<file path="src/rtl/bla_sub_pipe.sv">
// rtl/bla_sub_pipe.sv - pipelined borrow-lookahead subtractor (diff = a - b - bin), one 4-bit slice per stage
// Optional saturation on signed overflow: define BLA_SUB_SAT_EN.
module bla_sub_pipe #(
  parameter int STAGES = 4
) (
  input  logic                clk,
  input  logic                rst,
  input  logic                in_valid,
  output logic                in_ready,
  input  logic [4*STAGES-1:0] a,
  input  logic [4*STAGES-1:0] b,
  input  logic                bin,
  output logic                out_valid,
  input  logic                out_ready,
  output logic [4*STAGES-1:0] diff,
  output logic                bout,
  output logic                ovf,
  output logic                zero
);

  localparam int W = 4 * STAGES;
  localparam int L = STAGES - 1;

  // Returns {borrow-out, 4-bit difference}; all borrows in two-level lookahead form.
  function automatic logic [4:0] bla4(input logic [3:0] x, input logic [3:0] y, input logic bi);
    logic [3:0] g;
    logic [3:0] p;
    logic [4:1] br;
    g     = ~x & y;
    p     = ~(x ^ y);
    br[1] = g[0] | (p[0] & bi);
    br[2] = g[1] | (p[1] & g[0]) | (p[1] & p[0] & bi);
    br[3] = g[2] | (p[2] & g[1]) | (p[2] & p[1] & g[0]) | (p[2] & p[1] & p[0] & bi);
    br[4] = g[3] | (p[3] & g[2]) | (p[3] & p[2] & g[1]) | (p[3] & p[2] & p[1] & g[0])
          | (p[3] & p[2] & p[1] & p[0] & bi);
    return {br[4], x ^ y ^ {br[3:1], bi}};
  endfunction

  logic         v_q  [STAGES];
  logic [W-1:0] a_q  [STAGES];
  logic [W-1:0] b_q  [STAGES];
  logic [W-1:0] d_q  [STAGES];
  logic         br_q [STAGES];
  logic         z_q  [STAGES];

  logic         v_d  [STAGES];
  logic [W-1:0] a_d  [STAGES];
  logic [W-1:0] b_d  [STAGES];
  logic [W-1:0] d_d  [STAGES];
  logic         br_d [STAGES];
  logic         z_d  [STAGES];

  logic [STAGES-1:0] adv;

  // A stage may load when everything downstream of it can move or it is empty.
  always_comb begin
    logic run;
    adv = '0;
    run = out_ready;
    for (int k = STAGES - 1; k >= 0; k--) begin
      run    = run | ~v_q[k];
      adv[k] = run;
    end
  end

  for (genvar k = 0; k < STAGES; k++) begin : g_stage
    logic [W-1:0] src_a;
    logic [W-1:0] src_b;
    logic [W-1:0] src_d;
    logic         src_br;
    logic         src_z;
    logic         src_v;
    logic [4:0]   slice;

    if (k == 0) begin : g_first
      assign src_a  = a;
      assign src_b  = b;
      assign src_d  = '0;
      assign src_br = bin;
      assign src_z  = 1'b1;
      assign src_v  = in_valid;
    end else begin : g_next
      assign src_a  = a_q[k-1];
      assign src_b  = b_q[k-1];
      assign src_d  = d_q[k-1];
      assign src_br = br_q[k-1];
      assign src_z  = z_q[k-1];
      assign src_v  = v_q[k-1];
    end

    assign slice   = bla4(src_a[4*k +: 4], src_b[4*k +: 4], src_br);
    assign v_d[k]  = src_v;
    assign a_d[k]  = src_a;
    assign b_d[k]  = src_b;
    assign d_d[k]  = src_d | (W'(slice[3:0]) << (4 * k));
    assign br_d[k] = slice[4];
    assign z_d[k]  = src_z & (slice[3:0] == 4'h0);
  end

  always_ff @(posedge clk or posedge rst) begin
    if (rst) begin
      for (int k = 0; k < STAGES; k++) begin
        v_q[k]  <= 1'b0;
        a_q[k]  <= '0;
        b_q[k]  <= '0;
        d_q[k]  <= '0;
        br_q[k] <= 1'b0;
        z_q[k]  <= 1'b0;
      end
    end else begin
      for (int k = 0; k < STAGES; k++) begin
        if (adv[k]) begin
          v_q[k]  <= v_d[k];
          a_q[k]  <= a_d[k];
          b_q[k]  <= b_d[k];
          d_q[k]  <= d_d[k];
          br_q[k] <= br_d[k];
          z_q[k]  <= z_d[k];
        end
      end
    end
  end

  assign in_ready  = adv[0];
  assign out_valid = v_q[L];
  assign bout      = br_q[L];
  assign zero      = z_q[L];
  assign ovf       = (a_q[L][W-1] ^ b_q[L][W-1]) & (d_q[L][W-1] ^ a_q[L][W-1]);

`ifdef BLA_SUB_SAT_EN
  // Negative minuend can only overflow downward, so its msb picks the rail.
  assign diff = ovf ? {a_q[L][W-1], {(W-1){~a_q[L][W-1]}}} : d_q[L];
`else
  assign diff = d_q[L];
`endif

endmodule
</file>
<file path="config.mk">
export PLATFORM = sky130hd
export DESIGN_NAME = bla_sub_pipe
export DESIGN_NICKNAME = d
export VERILOG_FILES = /design/src/rtl/bla_sub_pipe.sv
export SDC_FILE = /design/constraint.sdc
export NUM_CORES = 1
export LEC_CHECK = 0
export CORE_ASPECT_RATIO = 0.8
export CORE_MARGIN = 8
export CORE_UTILIZATION = 50
export CTS_BUF_LIST = sky130_fd_sc_hd__clkbuf_2 sky130_fd_sc_hd__clkbuf_4 sky130_fd_sc_hd__clkbuf_8
export DETAILED_ROUTE_END_ITERATION = 10
export PLACE_DENSITY = 0.73
export SYNTH_ARGS = -nofsm -noshare
export SYNTH_HDL_FRONTEND = slang
export SYNTH_SLANG_ARGS = --single-unit
</file>
<file path="constraint.sdc">
create_clock -name clk -period 7.57 [get_ports clk]
set_input_delay 1.1355 -clock clk [delete_from_list [all_inputs] [get_ports clk]]
set_output_delay 1.1355 -clock clk [all_outputs]
set_load 0.005 [all_outputs]
</file>
Word level (Yosys, flattened, before mapping). Index checks and enable logic that the tools add are counted.

Flip-flop bits (word level): 192. Output and inout port bits: 21. Logic and storage cells: 169.

Bitwise logic cells: 141. Reduce and logical (&&, ||, !) cells: 4.

Operator list (number): $and 1x1->1 (68); $or 1x1->1 (44); $not 4->4 (8); $xor 4x4->4 (8); $and 4x4->4 (4); $logic_not 4->1 (4); $or 16x12->16 (1); $or 16x16->16 (1); $or 4x8->8 (1); $not 1->1 (4); $xor 1x1->1 (2).

Logic depth before layout (Yosys ltp). Gate-level depths: netlist (run 1).

Depth in word-level cells: 9. Gate-level depth with buffers: 9. Mapped depth without buffers: 6.

Least setup slack after synthesis (run 1). Ideal clock, no wire load.

Kind: in2out. Start: in out_ready. End: out in_ready. Arrival: 1.970 ns. Data required time: 6.435 ns. Slack: 4.465 ns. Stages on the path: 7. Buffers on the path: 3. Path through: nor2b_1 buf_4 nand3_4 nor2_4 inv_2 buf_6 buf_6.

Word-level cells in the longest chain between the ends: 4.

RTL lines: start: declaration (RTL line 14) `input logic out_ready,`; $or 1x1->1 (4 in a row) (RTL line 61) `run = run | ~v_q[k];`; end: declaration (RTL line 9) `output logic in_ready,`.

Every way passes these cells.

Worst setup path in the final report (run 1). Same ends and word-level chain as after synthesis.

==> results of run 1 <==
synthesized netlist by cell type, drive strengths merged (2+ instances only):
cell / count
buf: 8
nand2b: 4
o21ai: 20
inv: 30
o21a: 3
nand2: 67
clkbuf: 6
a21o: 3
o2111ai: 2
fa: 4
a32o: 3
xnor2: 3
nor3b: 3
a31oi: 3
dfrtp: 102
nor2: 16
xor2: 6
ha: 19
a21oi: 15
mux2: 50
o21bai: 2
nand3: 4
a211o: 2
a211oi: 2
per-stage QoR:
step | power [W] | util, % | hold WS [ns] | setup WS (ns)
floorplan | 0.00105 | - | 0.442 | 3.76
global placement | 0.00121 | 58.1 | 0.448 | 2.83
detailed placement | 0.00123 | 58.1 | 0.457 | 2.79
CTS | 0.00157 | 60.4 | 0.470 | 2.78
global route | 0.00166 | 60.4 | 0.497 | 2.63
finish | 0.00155 | 60.4 | 0.469 | 2.79
layout make-up:
cell class | count | share of cell area [%]
sequential | 102 | 47.0
tap | 115 | 2.65
timing repair buffer | 59 | 10.8
clock buffer | 10 | 2.42
multi-input combinational | 239 | 33.8
inverter | 30 | 2.12
clock inverter | 6 | 1.29
per-layer routing:
layer | GRT usage (%) | wire, um | vias to the layer above
met5 | 0 | 0 | -
met2 | 22.3 | 3640 | 55
met3 | 3.01 | 348 | 7
li1 | - | - | 1401
met1 | 17.7 | 3940 | 1358
met4 | 4.16 | 69 | 0
worst min-delay path by stage:
stage | slack, ns | cells past startpoint | to | from
5_1_grt | 0.50 | 2 | diff[6] | diff[6]
3_5_place_dp | 0.46 | 2 | diff[5] | diff[5]
2_1_floorplan | 0.44 | 2 | diff[0] | g_stage[3].src_d[0]
4_1_cts | 0.47 | 2 | diff[1] | g_stage[3].src_d[1]
6_report | 0.47 | 2 | diff[1] | g_stage[3].src_d[1]
3_3_place_gp | 0.45 | 2 | diff[4] | diff[4]
registers in the layout (all words and copies together) (netlist names):
name / flops
diff: 16
g_stage.src_b: 24
a_q: 1
g_stage.src_v: 3
b_q: 1
bout: 1
out_valid: 1
g_stage.src_a: 24
zero: 1
g_stage.src_z: 3
g_stage.src_br: 3
g_stage.src_d: 24
power groups by stage:
stage / Combinational (W) / Clock (W) / Sequential [W]
final: 0.000448 / 0.000339 / 0.000762
after global routing: 0.000505 / 0.000371 / 0.000780
after floorplan: 0.000293 / 0 / 0.000752
after detailed placement: 0.000454 / 0 / 0.000776
after CTS: 0.000456 / 0.000350 / 0.000765
after global placement: 0.000437 / 0 / 0.000771
layout by cell type, fill, tap and decap left out, drive strengths merged:
cell           instances
or2                    1
o2111ai                2
nand2                 67
nor2                  16
mux2                  50
nand3b                 1
o21a                   3
nand2b                 4
buf                    2
xor2                   6
a21oi                 15
xnor2                  3
o21bai                 2
nor2b                  1
a211oi                 2
nand3                  4
fa                     4
a21o                   3
nor3b                  3
clkdlybuf4s50         57
a21bo                  1
bufinv                 1
nor4b                  1
o22ai                  1
a311o                  1
ha                    19
clkinv                 3
o21ai                 20
clkbuf                10
a211o                  2
a32o                   3
a31oi                  3
dfrtp                102
inv                   32
nor3                   1
critical path: stages:
cell and delay, ns:
clkdlybuf4s50_1 0.47, nor2b_1 0.05, buf_4 0.20, nand3_4 0.37, nor2_4 0.05, inv_2 0.69
clkdlybuf4s50_1 0.66
cells by family (layout without fill, tap and decap cells):
family / after synthesis / after routing / synth area share [%]
buffers and inverters: 44 / 105 / 4.42
multiplexers: 50 / 50 / 14.0
AO/OA/AOI/OAI: 58 / 58 / 7.85
flip-flops: 102 / 102 / 55.6
XOR/XNOR: 9 / 9 / 1.72
adder cells (fa/ha/maj): 23 / 23 / 6.92
AND/OR/NAND/NOR: 99 / 99 / 9.49
==> results.py, run 1 <==
metrics = {
    "floorplanning": {
        "pin_count": 58,
        "die_area_sq_um": 12500,
        "dieWidth_um": 123,
        "start_util_pct": 51.0,
        "rows": 31,
        "core-area_sq_um": 9000,
        "die_h_um": 102,
    },
    "sta": {
        "finalSetupTns_ns": 0,
        "max_slew_margin_pct": 33.5,
        "max_freq_mhz": 209,
        "worstMarginPinSlew_ns": 0.997,
        "finalCriticalPeriod_ns": 4.78,
        "rsz0062_at_grt": "false",
        "fin_skew_ns": 0.0110,
        "finalHoldViolations": 0,
        "setup_violations": 0,
        "slew_viol_final": 0,
        "fin_crit_sh_pct": 63.2,
    },
    "critical_path": {
        "endpoint_kind": "primary output",
        "cp_max_fo": 40,
        "r2r_cells": 7,
        "r2r-start": "out_valid",
        "cp-endpoint": "in_ready",
        "path_class": "input port to primary output",
        "required_ns": 6.43,
        "reg2reg_slack_ns": 5.14,
        "r2r-end": "g_stage[1].src_z",
        "worstSetupStartpoint": "out_ready",
        "crit_arrival_ns": 3.65,
        "startpoint_type": "input port",
    },
    "placement": {
        "dp_hpwl_um": 5880,
        "postPlaceCellArea_sq_um": 5230,
        "numPlacedInstances": 545,
        "gp_congestion": 0.722,
        "port_buffers": 57,
    },
    "cells_and_area": {
        "drive_above_1_share_pct": 16.8,
        "fillCellCount": 760,
        "regArea_sq_um": 2550,
        "design_area_sq_um": 5430,
        "finalNetCount": 501,
        "multi_input_area_sq_um": 1830,
        "synthToLayoutAreaGrowth_pct": 18.4,
        "diodes": 0,
        "final_cells": 561,
    },
    "synthesis": {
        "netlist_instances": 385,
        "ys_seq_elements": 102,
        "ys_async_sr_fraction_pct": 100,
        "synth-seq-area-share_pct": 55.6,
        "synth_top_area_share_pct": 55.6,
        "ys_top_cells_by_area": "dfrtp_1 56%, mux2_2 7.1%, mux2_4 6.9%",
        "ys.flop_type": "dfrtp_1",
        "ys_warn_count": 0,
        "yosys.area.top_type": "dfrtp_1",
        "synth_cell_type_count": 40,
        "synth_edf_count": 0,
        "syn_nets": 445,
        "syn-cell-area_sq_um": 4590,
        "syn_avg_cell_area_sq_um": 11.9,
    },
    "drt": {
        "wl_per_cell_um": 14.2,
        "num_vias": 2821,
        "wl_um": 7990,
        "drt_pre_antenna_iters": 4,
        "drt_iter0_drc": 144,
        "ant_nets": 0,
        "via_per_inst": 5.03,
        "drc": 0,
    },
    "clock_network": {
        "cts_hold_repair.buffers": 0,
        "cts_root_buffer": "clkbuf_8",
        "cts_tree": "built",
        "cts_buffer_depth": 2,
        "cts.clk_slew.worst_paths_ns": 0.10,
        "cts_setup_buffers": 0,
        "numCtsBuffers": 9,
        "cts.repair.resized": 0,
        "cts.sinks": 102,
        "htree_num_levels": 3,
        "clk-insertion-delay-late_ns": 0.36,
    },
    "grt": {
        "grt_max_degree": 84,
        "antenna_found_initial": 0,
        "grt_use_total_pct": 13.6,
        "grt_first_pass_wirelength_um": 13600,
        "grt.overflow.total": 0,
        "grt_pass1_vias": 2901,
    },
    "power_and_ir_drop": {
        "p_sw_w": 0.000460,
        "p_int_w": 0.00109,
        "p_leak_nw": 2.57,
        "combPwrFrac_pct": 28.9,
        "seq_power_share_pct": 49.2,
        "switching_share_pct": 29.7,
        "irDropWorstVdd_uv": 156,
        "clkPwrFrac_pct": 21.9,
        "p_per_area_nw_per_um2": 285,
    },
    "flow_run": {
        "max-cap-violations": 0,
    },
    "status": {
        "status": "complete, no violations",
    },
    "worst_hold_path": {
        "hp-class": "flip-flop to flip-flop",
    },
}
No activity file was read; power rests on OpenSTA's default activity.
==> run 2: changes to the inputs <==
==> constraint.sdc (replaced) <==
create_clock -name clk -period 4.8 [get_ports clk]
set_input_delay 0.72 -clock clk [delete_from_list [all_inputs] [get_ports clk]]
set_output_delay 0.72 -clock clk [all_outputs]
set_load 0.005 [all_outputs]
==> run 2 against run 1 <==
Compared with the run above:
- worst setup slack worse by 1.5 ns
- die area unchanged
- non-clock buffer count up 1
- register-to-register slack worse by 2.3 ns
- combinational power up 59%
- count of clock-buffer cells in the layout down 1
- cell count up 0.18%
- sequential share of layout area up 0.13 points
- first-iteration DRC count up 3.5%
- worst hold slack worse by 0.0080 ns
==> results.py, run 2 (synthesis gave the netlist of run 1 again) <==
metrics = {
    "status": {
        "status": "complete, no violations",
    },
    "worst_hold_path": {
        "worstHoldStart": "g_stage[1].src_v",
        "min_path_cells": 2,
        "hp-class": "flip-flop to flip-flop",
    },
    "sta": {
        "max_slew_margin_pct": 37.9,
        "slew_viol_final": 0,
        "rsz0062_at_grt": "false",
        "setup_violations": 0,
        "finalSetupTns_ns": 0,
        "fin_crit_sh_pct": 73.2,
        "whs_ns": 0.461,
        "worstMarginPinSlew_ns": 0.931,
        "max_freq_mhz": 285,
        "finalCriticalPeriod_ns": 3.51,
        "fin_skew_ns": 0.0159,
        "finalHoldViolations": 0,
    },
    "critical_path": {
        "path_class": "input port to primary output",
        "r2r-start": "out_valid",
        "r2r-end": "g_stage[1].src_z",
        "startpoint_type": "input port",
        "reg2reg_slack_ns": 2.79,
        "worstSetupStartpoint": "out_ready",
        "cp-endpoint": "in_ready",
        "endpoint_kind": "primary output",
        "cp_max_fo": 40,
        "crit_arrival_ns": 2.79,
        "r2r_cells": 6,
        "required_ns": 4.08,
    },
    "cells_and_area": {
        "drive_above_1_share_pct": 17.0,
        "synthToLayoutAreaGrowth_pct": 18.0,
        "design_area_sq_um": 5420,
        "fillCellCount": 756,
        "most-common-layout-cells": "102 x dfrtp_1, 66 x nand2_1, 57 x clkdlybuf4s50_1, 29 x mux2_2, 28 x inv_1",
        "diodes": 0,
        "finalNetCount": 502,
        "final_common_cell": "dfrtp_1",
    },
    "clock_network": {
        "cts_root_buffer": "clkbuf_8",
        "cts_buffer_depth": 2,
        "cts.repair.resized": 0,
        "cts.sinks": 102,
        "cts_hold_repair.buffers": 0,
        "cts.clk_slew.worst_paths_ns": 0.09,
        "cts_setup_buffers": 0,
        "numCtsBuffers": 9,
        "cts_tree": "built",
        "htree_num_levels": 3,
        "clk-insertion-delay-late_ns": 0.36,
    },
    "floorplanning": {
        "die_area_sq_um": 12500,
        "dieWidth_um": 123,
        "pin_count": 58,
        "core-area_sq_um": 9000,
        "rows": 31,
        "die_h_um": 102,
        "start_util_pct": 51.0,
    },
    "grt": {
        "grt_pass1_vias": 2849,
        "grt_max_degree": 75,
        "grt_use_total_pct": 13.8,
        "antenna_found_initial": 0,
        "grt_first_pass_wirelength_um": 13600,
        "grt.overflow.total": 0,
    },
    "placement": {
        "dp_hpwl_um": 5870,
        "port_buffers": 57,
        "gp_congestion": 0.751,
        "postPlaceCellArea_sq_um": 5240,
    },
    "drt": {
        "drc": 0,
        "drt_iter0_drc": 149,
        "drt_pre_antenna_iters": 4,
        "via_per_inst": 5.06,
        "wl_per_cell_um": 14.3,
        "wl_um": 8020,
        "num_vias": 2843,
        "ant_nets": 0,
    },
    "flow_run": {
        "max-cap-violations": 0,
    },
    "power_and_ir_drop": {
        "p_int_w": 0.00166,
        "p_sw_w": 0.000741,
        "irDropWorstVdd_uv": 198,
        "switching_share_pct": 30.8,
        "p_leak_nw": 2.55,
        "seq_power_share_pct": 50.0,
        "p_per_area_nw_per_um2": 444,
        "combPwrFrac_pct": 29.6,
        "clkPwrFrac_pct": 20.3,
    },
}
## run 2: cell types whose count changed in the layout (fill, tap and decap cells not counted)
cell,before,now
inv_6,2,3
clkinv_4,2,1
clkbuf_4,1,0
buf_4,2,3
clkinvlp_4,0,2
bufinv_16,1,0
## run 2: worst min-delay path by stage
stage	endpoint	slack, ns
final	g_stage[2].src_v	0.46
after floorplan	diff[0]	0.44
after detailed placement	g_stage[2].src_v	0.46
after global routing	g_stage[2].src_v	0.49
after CTS	g_stage[2].src_v	0.47
after global placement	diff[8]	0.45
## run 2: power groups by stage
stage / Clock [W] / Combinational [W] / Sequential, W
final: 0.000489 / 0.000712 / 0.00120
after global routing: 0.000537 / 0.000801 / 0.00123
after CTS: 0.000508 / 0.000721 / 0.00120
after detailed placement: 0 / 0.000718 / 0.00122
after global placement: 0 / 0.000693 / 0.00121
after floorplan: 0 / 0.000462 / 0.00119
## run 2: cell type report
cell class | instances | area [sq um] | share of cell area (%)
flip-flops and latches | 102 | 2550 | 47.1
multi-input cells | 239 | 1830 | 33.9
repair buffers | 60 | 593 | 10.9
well taps | 115 | 144 | 2.66
clock buffers | 9 | 124 | 2.29
inverters | 30 | 115 | 2.12
clock inverters | 7 | 55.1 | 1.02
## run 2: metal layers
| layer | global-route usage (%) | wire [um] | up-vias |
|---|---|---|---|
| li1 | - | - | 1407 |
| met1 | 18.9 | 3970 | 1368 |
| met2 | 21.1 | 3550 | 57 |
| met3 | 2.79 | 379 | 11 |
| met4 | 5.54 | 124 | 0 |
| met5 | 0 | 0 | - |
## run 2: per-stage QoR
step	setup WS (ns)	cells	util (%)	power (W)
2_1_floorplan	1.40	385	-	0.00165
3_3_place_gp	1.28	546	58.2	0.00190
3_5_place_dp	1.28	546	58.2	0.00194
4_1_cts	1.26	562	60.2	0.00243
5_1_grt	1.18	562	60.2	0.00257
6_report	1.29	562	60.2	0.00240
## run 2: worst max-delay path, cell delays in order
cell             delay, ns
clkdlybuf4s50_1       0.50
nor2b_1               0.10
nand3_4               0.10
nor2_4                0.04
inv_2                 0.66
clkdlybuf4s50_1       0.66
